[config.mk]
export PLATFORM = sky130hd
export DESIGN_NAME = ising_run_ctrl
export DESIGN_NICKNAME = d
export VERILOG_FILES = /design/src/rtl/ising_run_ctrl.sv
export SDC_FILE = /design/constraint.sdc
export NUM_CORES = 1
export LEC_CHECK = 0
export CORE_MARGIN = 5
export CORE_UTILIZATION = 46
export DETAILED_ROUTE_END_ITERATION = 12
export PLACE_DENSITY_LB_ADDON = 0.3
export RECOVER_POWER = 25
export SYNTH_ARGS = -nofsm -noshare
export SYNTH_HDL_FRONTEND = slang
export SYNTH_SLANG_ARGS = --single-unit
[constraint.sdc]
create_clock -name clk -period 3.08 [get_ports clk]
set_clock_uncertainty 0.2 [all_clocks]
set_input_delay 0.462 -clock clk [delete_from_list [all_inputs] [get_ports clk]]
set_output_delay 0.462 -clock clk [all_outputs]
set_load 0.05 [all_outputs]
[src/rtl/ising_run_ctrl.sv]
// Run sequencer for the Ising core: repeated reset/run/capture anneals
// with per-spin ones counting and a strict-majority vote across runs.
module ising_run_ctrl #(
  parameter int N          = 3,
  parameter int RST_CYCLES = 4,
  parameter int CNT_W      = 16
) (
  input  logic             clk,
  input  logic             rstn,
  input  logic             start,
  input  logic             abort,
  input  logic [31:0]      run_cycles,
  input  logic [CNT_W-1:0] num_runs,
  input  logic [N-1:0]     phase,
  output logic             ising_rstn,
  output logic             busy,
  output logic             done,
  output logic [CNT_W-1:0] run_idx,
  output logic [N-1:0]     last_phase,
  output logic [N-1:0]     vote_phase
);

  localparam int RW =
    (RST_CYCLES > 1) ? $clog2(RST_CYCLES) : 1;
  localparam logic [RW-1:0] RST_LAST =
    RW'(RST_CYCLES - 1);

  typedef enum logic [2:0] {
    S_IDLE,
    S_RESET,
    S_RUN,
    S_CAPTURE,
    S_FINISH
  } state_t;

  state_t           r_state;
  logic [RW-1:0]    r_rst_cnt;
  logic [31:0]      r_run_cnt;
  logic [31:0]      r_run_cycles_l;
  logic [CNT_W-1:0] r_num_runs_l;
  logic [CNT_W-1:0] r_run_idx;
  logic [N-1:0]     r_last_phase;
  logic [CNT_W-1:0] r_ones [N];

  logic [CNT_W-1:0] w_idx_nxt;
  logic [N-1:0]     w_vote;

  assign w_idx_nxt = r_run_idx + CNT_W'(1);

  // Doubling ones avoids a divide: ones > runs/2 without rounding ties up.
  always_comb begin
    w_vote = '0;
    for (int i = 0; i < N; i++) begin
      w_vote[i] = ({r_ones[i], 1'b0} >
                   {1'b0, r_num_runs_l});
    end
  end

  always_ff @(posedge clk) begin
    if (!rstn) begin
      r_state        <= S_IDLE;
      r_rst_cnt      <= '0;
      r_run_cnt      <= '0;
      r_run_cycles_l <= '0;
      r_num_runs_l   <= '0;
      r_run_idx      <= '0;
      r_last_phase   <= '0;
      for (int i = 0; i < N; i++) begin
        r_ones[i] <= '0;
      end
    end else if (abort && r_state != S_IDLE) begin
      r_state <= S_IDLE;
    end else begin
      unique case (r_state)
        S_IDLE: begin
          if (start) begin
            r_num_runs_l   <= num_runs;
            r_run_cycles_l <= (run_cycles == 32'd0) ?
                              32'd1 : run_cycles;
            r_run_idx      <= '0;
            r_last_phase   <= '0;
            r_rst_cnt      <= '0;
            for (int i = 0; i < N; i++) begin
              r_ones[i] <= '0;
            end
            r_state <= (num_runs != '0) ?
                       S_RESET : S_FINISH;
          end
        end
        S_RESET: begin
          r_rst_cnt <= r_rst_cnt + RW'(1);
          if (r_rst_cnt == RST_LAST) begin
            r_run_cnt <= '0;
            r_state   <= S_RUN;
          end
        end
        S_RUN: begin
          r_run_cnt <= r_run_cnt + 32'd1;
          if (r_run_cnt == r_run_cycles_l - 32'd1) begin
            r_state <= S_CAPTURE;
          end
        end
        S_CAPTURE: begin
          r_last_phase <= phase;
          r_run_idx    <= w_idx_nxt;
          for (int i = 0; i < N; i++) begin
            r_ones[i] <= r_ones[i] + CNT_W'(phase[i]);
          end
          if (w_idx_nxt == r_num_runs_l) begin
            r_state <= S_FINISH;
          end else begin
            r_rst_cnt <= '0;
            r_state   <= S_RESET;
          end
        end
        S_FINISH: r_state <= S_IDLE;
        default:  r_state <= S_IDLE;
      endcase
    end
  end

  assign ising_rstn = (r_state == S_RUN) ||
                      (r_state == S_CAPTURE);
  assign busy       = (r_state != S_IDLE);
  assign done       = (r_state == S_FINISH);
  assign run_idx    = r_run_idx;
  assign last_phase = r_last_phase;
  assign vote_phase = w_vote;

endmodule

Yosys cells after proc, flatten, opt, wreduce, memory -nomap -nowiden
Memories as Yosys holds them, arrays and structs flattened.
Cells that the tools add are included.
- bits in registers: 104
- latch bits: 0
- RAM bits: 48
- memory bits (read-only): 0
- output and inout bits: 25
- logic and storage cells: 84
- memories kept: 1
- add/sub/neg operators: 7
- multiply operators: 0
- divide/modulo/power cells: 0
- $lt $le $gt $ge: 3
- equality and inequality tests: 11
- shift operators: 0
- mux-type cells: 32
- bitwise operators: 8
- reduce and logical (&&, ||, !) cells: 15
- memory list (memory ; depth ; bits a word ; rd ports ; clocked after Yosys merged registers in ; write ports ; line ; RTL):
    r_ones ; 3 ; 16 ; 3 ; 0 ; 3 ; 43 ; logic [CNT_W-1:0] r_ones [N];
- operators by type and width (kind ; count):
    2-to-1 mux 16 bit ; 7
    2-to-1 mux 32 bit ; 2
    one-hot mux 32 bit (2 select lines) ; 1
    greater-than comparator 17 x 16 -> 1 bit ; 3
    adder 16 x 1 -> 16 bit ; 3
    adder 32 x 1 -> 32 bit, second input constant ; 1
    == test 32 bit ; 1
    zero test 32 bit ; 1
    one-hot mux 16 bit (2 select lines) ; 1
    subtractor 32 x 1 -> 32 bit, second input constant ; 1
    2-to-1 mux 3 bit ; 6
    adder 16 x 1 -> 16 bit, second input constant ; 1
    == test 16 bit ; 1
    nonzero test 16 bit ; 1
    one-hot mux 3 bit (4 select lines) ; 1
    AND reduction 3 bit ; 4
    2-to-1 mux 1 bit ; 10
    != test 2 bit, second input constant ; 4
    == test 3 x 2 -> 1 bit, second input constant ; 2
    bitwise OR 1 bit ; 6
    one-hot mux 2 bit (3 select lines) ; 1
    one-hot mux 3 bit (2 select lines) ; 1
    nonzero test 3 bit ; 2
    2-to-1 mux 2 bit ; 2
    11 further kinds ; 13

Logic depth before layout (Yosys ltp)
Gate-level depths: netlist (run 1).
- depth after elaboration: 7
- mapped depth: 12
- depth with buffers taken out: 10

Worst setup path before layout (run 1)
No wires, ideal clock.
- kind: flip-flop to flip-flop
- start point: register r_state[1]
- end point: memory r_ones[0][0] (enable)
- arrival time: 3.333 ns
- path slack: -0.860 ns
- stages on the path, launching flop included: 8
- cells stage by stage: dfxtp_1 -> clkbuf_1 -> nor2b_1 -> nand2_1 -> nor2_1 -> nor2_1 -> clkbuf_1 -> nand2_1
- RTL lines (element ; line ; RTL):
    start, declared ; 36 ; state_t r_state;
    start signal, assigned ; 86 ; r_state <= (num_runs != '0) ?
    end, declared ; 43 ;

==> run metrics, run 1 <==
GRT overflow=0; max incr delay on CP=480 ps; maximum vdd drop=roughly 0.32 mV; CTS HTree Levels=4; leading cell type in the layout, fill and taps excluded=nand2_1; # IOs=80; Seq/Total Area, Yosys=36.5%; # port buffers=79; Detail Route Antenna Nets=0; Critical Path Sink=vote_phase[2]; Synth top area share=21.6%; pin count of the biggest net entering global routing=49; Starting Density=46.4%; CP Launch Point=r_ones[0][39]; PwrDens=448 mW/mm^2; R2R setup slack=about 10 ps; Mean Syn Cell Area=between 8 and 9 sq um; post-DR wirelength/cell=17.4 microns; # setup viols final=3; GPL Wtd Cong=0.944; initial antenna violation count=0; Remaining DRCs=0; CTS tree=done; Chip Height=155 microns; DP HPWL=20100 microns; post-synthesis cell area=about 0.0097 sq mm; Worst Max-Slew Pin Slew=1010 ps; worst hold path type=register to register; gr usage total=22.6%; FMAX=0.310 GHz; synth unique cells=64; crit start category=register; total die area=0.0240 sq mm; WL final=approximately 27000 microns; first-pass GRT wire length=approximately 44000 microns; Worst slew margin=roughly 33%; clock buffer depth=2; placed cell area=0.0111 sq mm; clock-pin slew on the worst setup and hold paths=60 ps; Die W=155 microns; most frequent cells in the layout=nand2_1 (172), nor2_1 (99), dfxtp_1 (91); Worst-Skew Late Latency=around 430 ps; cells after synthesis=1149; ys async rst share=0%; Total Nets Final=1391; r2r worst-path depth=11; clk sinks=152; Slowest cell on crit path=edfxtp_1; required time worst endpoint=2420 ps; # fillers=around 1900; RR Startpoint=r_run_cycles_l[0]; CTS Root Cell=clkbuf_16; Core Box Area=0.0208 sq mm; warnings from Yosys=0; Tcrit/Tclk final=105%; Ant. Diodes=0; Net Count, Synth=1259; via count=8785; row count=53; Synth area leaders=dfxtp_1 (22%), edfxtp_1 (15%), ha_1 (7.1%), nand2_1 (6.7%), xnor2_1 (5.9%); violated checks=setup timing; final hold viol count=0; Setup WS post-layout=-143 ps; final instance area=0.0121 sq mm; Max Slew Vio Count=0; Critical Setup Path Class=register to output pin; Worst Path Max Fanout=3; Synth Flop Type=dfxtp_1; Max-Cap Viols=0; Cell Chain, Critical Path=ha_4 > nand3_2 > nor3_2 > nand4_1 > a21o_1 > a2111oi_4 > nand2_1 > o21ai_1 > a31oi_1 > buf_4; Area Growth Syn to Fin=25.1%; status=finished, violations left; Critical R2R Capture=r_state[0]; LEAKAGE=4.55 nW; Final min period=3220 ps; Pre-Repair DR Iteration Count=5; layout cell share with drive strength beyond 1=14.2%; WP data arrival=2560 ps; vias in the first global route=8591; leading area contributor after synthesis=dfxtp_1; Pwr Total=5.42 mW; post-DR vias/cell=approximately 5.6; Hold Path Origin=r_num_runs_l[8]; Synth Register Bits=~150; initial drt markers=about 640; Post-synth EDFFs=48; RSZ-0062 raised after global routing=true; Num CTS Buffers=17; crit path capture type=output pin
## cell type report
cell class              instances  area [sq um]  area share (%)
clock buffers                  19           454            3.76
flip-flops and latches        152          3540            29.3
inverters                      34           128            1.06
clock inverters                13           158            1.30
well taps                     275           344            2.85
repair buffers                166          1450            12.0
multi-input cells             910          6010            49.8
## layer usage
metal / track usage [%] / part of all wire [%] / vias to the layer above
met3: 3.76 / 4.7 / 58
li1: - / - / 4341
met2: 39.5 / 49 / 233
met1: 28.0 / 43 / 4153
met4: 8.58 / 3.0 / 0
met5: 0 / 0 / -
## per-stage QoR
| stage | setup WS (ps) | hold slack, ps | std cells | util (%) | TNS, ps |
|---|---|---|---|---|---|
| after CTS | -130 | 294 | 1558 | 57.1 | -312 |
| after detailed placement | 40.4 | 285 | 1516 | 53.3 | 0 |
| after global routing | -296 | 306 | 1569 | 58.0 | -755 |
| after global placement | 77.7 | 259 | 1516 | 53.3 | 0 |
| after floorplan | 15.7 | 256 | 1149 | - | 0 |
| final | -143 | 285 | 1569 | 58.0 | -285 |
## how the worst min path moves through the flow
stage,end,cells after the start
4_1_cts,r_num_runs_l[8],2
5_1_grt,r_num_runs_l[8],2
2_1_floorplan,r_run_cycles_l[31],2
3_5_place_dp,r_num_runs_l[8],2
6_report,r_num_runs_l[8],2
3_3_place_gp,last_phase[2],2
## registers in the layout (all words and copies together), names as in the netlist
name and count:
r_run_cycles_l 32, r_rst_cnt 2, r_state 3, r_run_cnt 32, r_ones 48, r_num_runs_l 16
last_phase 3, run_idx 16
## where the power goes
part           internal (mW)  switching [mW]
clock network           1.27           0.921
registers               2.15          0.0965
logic                  0.456           0.528
total                   3.87            1.55
## synthesized netlist by cell type (36+ instances only)
library cell and n:
a21boi_0 55, nor2_1 99, dfxtp_1 104, ha_1 55
o21ai_0 42, xnor2_1 65, xor2_1 54, nand3_1 41
a21oi_1 38, clkbuf_1 41, nand2_1 173, nor3_1 36
edfxtp_1 48
## cell families after synthesis
| family | Yosys count | share of synthesized area (%) |
|---|---|---|
| flip-flops | 152 | 36.5 |
| multiplexers | 6 | 0.635 |
| AO/OA/AOI/OAI | 213 | 14.9 |
| AND/OR/NAND/NOR | 517 | 26.5 |
| adder cells (fa/ha/maj) | 55 | 7.12 |
| buffers and inverters | 87 | 3.56 |
| XOR/XNOR | 119 | 10.8 |
## repair_timing
action / CTS / global route
buffers inserted: 10 / 11
gates resized for setup: 24 / 26
pin swaps: 15 / 9
hold buffers: 0 / 0
setup endpoints to repair: 3 / 7
## worst max-delay path, delay by kind of cell (launching register included)
family	cells	cell delay (ps)
flip-flops	1	480
AO/OA/AOI/OAI	4	580
buffers and inverters	1	220
adder cells (fa/ha/maj)	1	320
AND/OR/NAND/NOR	4	520
(Power assumes the default switching activity.)
==> run 2: changes to the inputs <==
- GPL_TIMING_DRIVEN: not set -> 0
- HOLD_SLACK_MARGIN: not set -> 0.03
==> run 2 against run 1 <==
The run still ends with setup timing left. Register-to-register slack got worse by 130 ps. Design area fell by 0.22%. Non-clock buffer count fell by 4. Highest routed layer unchanged. Worst setup slack got worse by 54 ps. Combinational power barely moved. Sequential power barely moved. Total power fell by 1.8%. Critical path type unchanged. Global-route usage rose by 0.48 points. Maximum frequency fell by 1.7%. Clock power fell by 5%. First-iteration DRC count rose by 13%. Core utilization fell by 0.13 points.
==> run metrics, run 2 (synthesized netlist as in run 1, its figures left out) <==
Tcrit/Tclk final=106% (was 105%); # setup viols final=51 (was 3); most frequent cells in the layout=nand2_1 (171), nor2_1 (99), dfxtp_1 (84) (was nand2_1 (172), nor2_1 (99), dfxtp_1 (91)); CTS tree=done (unchanged); Worst-Skew Late Latency=430 ps (about the same); Final min period=3280 ps (was 3220 ps); GPL Wtd Cong=0.944 (unchanged); total die area=0.0240 sq mm (unchanged); Detail Route Antenna Nets=0 (unchanged); final hold viol count=0 (unchanged); Top reg by flops=r_ones (unchanged); Critical R2R Capture=r_state[0] (unchanged); clk sinks=152 (unchanged); Num CTS Buffers=17 (unchanged); # IOs=80 (unchanged); Worst Max-Slew Pin Slew=906 ps (was 1010 ps); Worst slew margin=39.6% (was 32.8%); RR Startpoint=r_run_cycles_l[6] (was r_run_cycles_l[0]); crit path capture type=output pin (unchanged); row count=53 (unchanged); Ant. Diodes=0 (unchanged); clock-pin slew on the worst setup and hold paths=60 ps (about the same); Core Box Area=0.0208 sq mm (unchanged); r2r worst-path depth=9 (was 11); via count=8940 (was 8785); GRT overflow=0 (unchanged); CTS HTree Levels=4 (unchanged); maximum vdd drop=0.371 mV (was 0.321 mV); worst hold path type=register to register (unchanged); Setup WS post-layout=-197 ps (was -143 ps); initial antenna violation count=0 (unchanged); Starting Density=46.4% (unchanged); vias in the first global route=8588 (was 8591); Area Growth Syn to Fin=24.8% (was 25.1%); Layout Utilization=57.9% (was 58.0%); leading cell type in the layout, fill and taps excluded=nand2_1 (unchanged); Critical Path Sink=vote_phase[0] (was vote_phase[2]); Cell Chain, Critical Path=inv_1 > ha_1 > nand3_1 > nor3_2 > nand4_1 > a21o_1 > a2111oi_4 > nand2_1 > o21ai_0 > a31oi_1 > buf_4 (was ha_4 > nand3_2 > nor3_2 > nand4_1 > a21o_1 > a2111oi_4 > nand2_1 > o21ai_1 > a31oi_1 > buf_4); Top Registers=r_ones x48, r_run_cnt x32, r_run_cycles_l x32 (unchanged); required time worst endpoint=2420 ps (about the same); Max Slew Vio Count=0 (unchanged); Pwr Total=5.32 mW (was 5.42 mW); post-DR vias/cell=5.71 (was 5.60); Worst Path Max Fanout=3 (unchanged); post-DR wirelength/cell=18.1 microns (was 17.4 microns); Slowest cell on crit path=dfxtp_2 (was edfxtp_1); # fillers=1903 (was 1866); WP data arrival=2610 ps (was 2560 ps); R2R setup slack=-120 ps (was 10 ps); hold buffers post-CTS=0 (unchanged); FMAX=0.305 GHz (was 0.310 GHz); Max-Cap Viols=0 (unchanged); max incr delay on CP=390 ps (was 480 ps); pin count of the biggest net entering global routing=49 (unchanged); Hold Path Origin=r_num_runs_l[8] (unchanged); RSZ-0062 raised after global routing=true (unchanged); Total Nets Final=1388 (was 1391); layout cell share with drive strength beyond 1=13.1% (was 14.2%); Chip Height=155 microns (unchanged); status=finished, violations left (unchanged); gr usage total=23.1% (was 22.6%); PwrDens=441 mW/mm^2 (was 448 mW/mm^2); Remaining DRCs=0 (unchanged); CP Launch Point=r_num_runs_l[2] (was r_ones[0][39]); Die W=155 microns (unchanged); first-pass GRT wire length=44500 microns (was 44000 microns); Pre-Repair DR Iteration Count=6 (was 5); Critical Setup Path Class=register to output pin (unchanged); WL final=28300 microns (was 27300 microns); CTS Root Cell=clkbuf_16 (unchanged); violated checks=setup timing (unchanged); initial drt markers=720 (was 638); DP HPWL=20300 microns (was 20100 microns); crit start category=register (unchanged); # port buffers=79 (unchanged); max FFs per register=48 (unchanged); clock buffer depth=2 (unchanged); LEAKAGE=4.46 nW (was 4.55 nW)
==> run 2: power breakdown <==
group / switching (mW) / internal [mW]
Clock: 0.828 / 1.24
Sequential: 0.0955 / 2.14
Combinational: 0.561 / 0.447
==> run 2: worst min-delay path by stage <==
| stage | endpoint | slack (ps) | cells after the start |
|---|---|---|---|
| final | r_num_runs_l[8] | 300 | 2 |
| after detailed placement | r_num_runs_l[4] | 300 | 2 |
| after global routing | r_num_runs_l[11] | 320 | 2 |
| after global placement | r_num_runs_l[5] | 290 | 2 |
| after CTS | r_num_runs_l[8] | 300 | 2 |
| after floorplan | r_run_cycles_l[31] | 260 | 2 |
==> run 2: what timing repair did <==
| action | 4_1_cts | 5_1_grt |
|---|---|---|
| buffers inserted | 16 | 17 |
| gates resized for setup | 85 | 36 |
| gates cloned | 0 | 1 |
| endpoints found under the setup margin | 62 | 61 |
| pin swaps | 14 | 11 |
==> run 2: critical path, delay by kind of cell, from the launching register on <==
| family | cells | cell delay, ps |
|---|---|---|
| AO/OA/AOI/OAI | 4 | 640 |
| AND/OR/NAND/NOR | 4 | 490 |
| flip-flops | 1 | 390 |
| buffers and inverters | 2 | 330 |
| adder cells (fa/ha/maj) | 1 | 330 |
==> run 2: through the flow <==
stage / cell area (sq um) / setup TNS (ps) / hold slack, ps / setup WS, ps / instances
after floorplan: 9680 / 0 / 256 / 15.7 / 1149
after global placement: 10800 / -24490 / 293 / -535 / 1503
after detailed placement: 10800 / -25860 / 300 / -615 / 1503
after CTS: 11700 / -539 / 298 / -182 / 1550
after global routing: 12100 / -15230 / 318 / -386 / 1566
final: 12100 / -4830 / 296 / -197 / 1566
==> run 2: area by class of cell <==
| class | count | area [sq um] | area share (%) |
|---|---|---|---|
| clock inverter | 7 | 63.8 | 0.529 |
| clock buffer | 25 | 518 | 4.30 |
| sequential | 152 | 3560 | 29.5 |
| multi-input combinational | 911 | 6200 | 51.4 |
| timing repair buffer | 112 | 1040 | 8.61 |
| inverter | 34 | 130 | 1.08 |
| buffer | 50 | 205 | 1.70 |
| tap | 275 | 344 | 2.85 |
==> run 2: routing by layer <==
metal	global-route usage, %	part of all wire (%)
met1	28.6	41
met3	4.56	6.5
met2	39.6	50
met4	9.17	3.3
met5	0	0
==> run 3: changes to the inputs <==
- ABC_AREA: not set -> 0
- TNS_END_PERCENT: not set -> 100
==> results of run 3 <==
Final layout, timing and power as in run 2 (identical DEF).
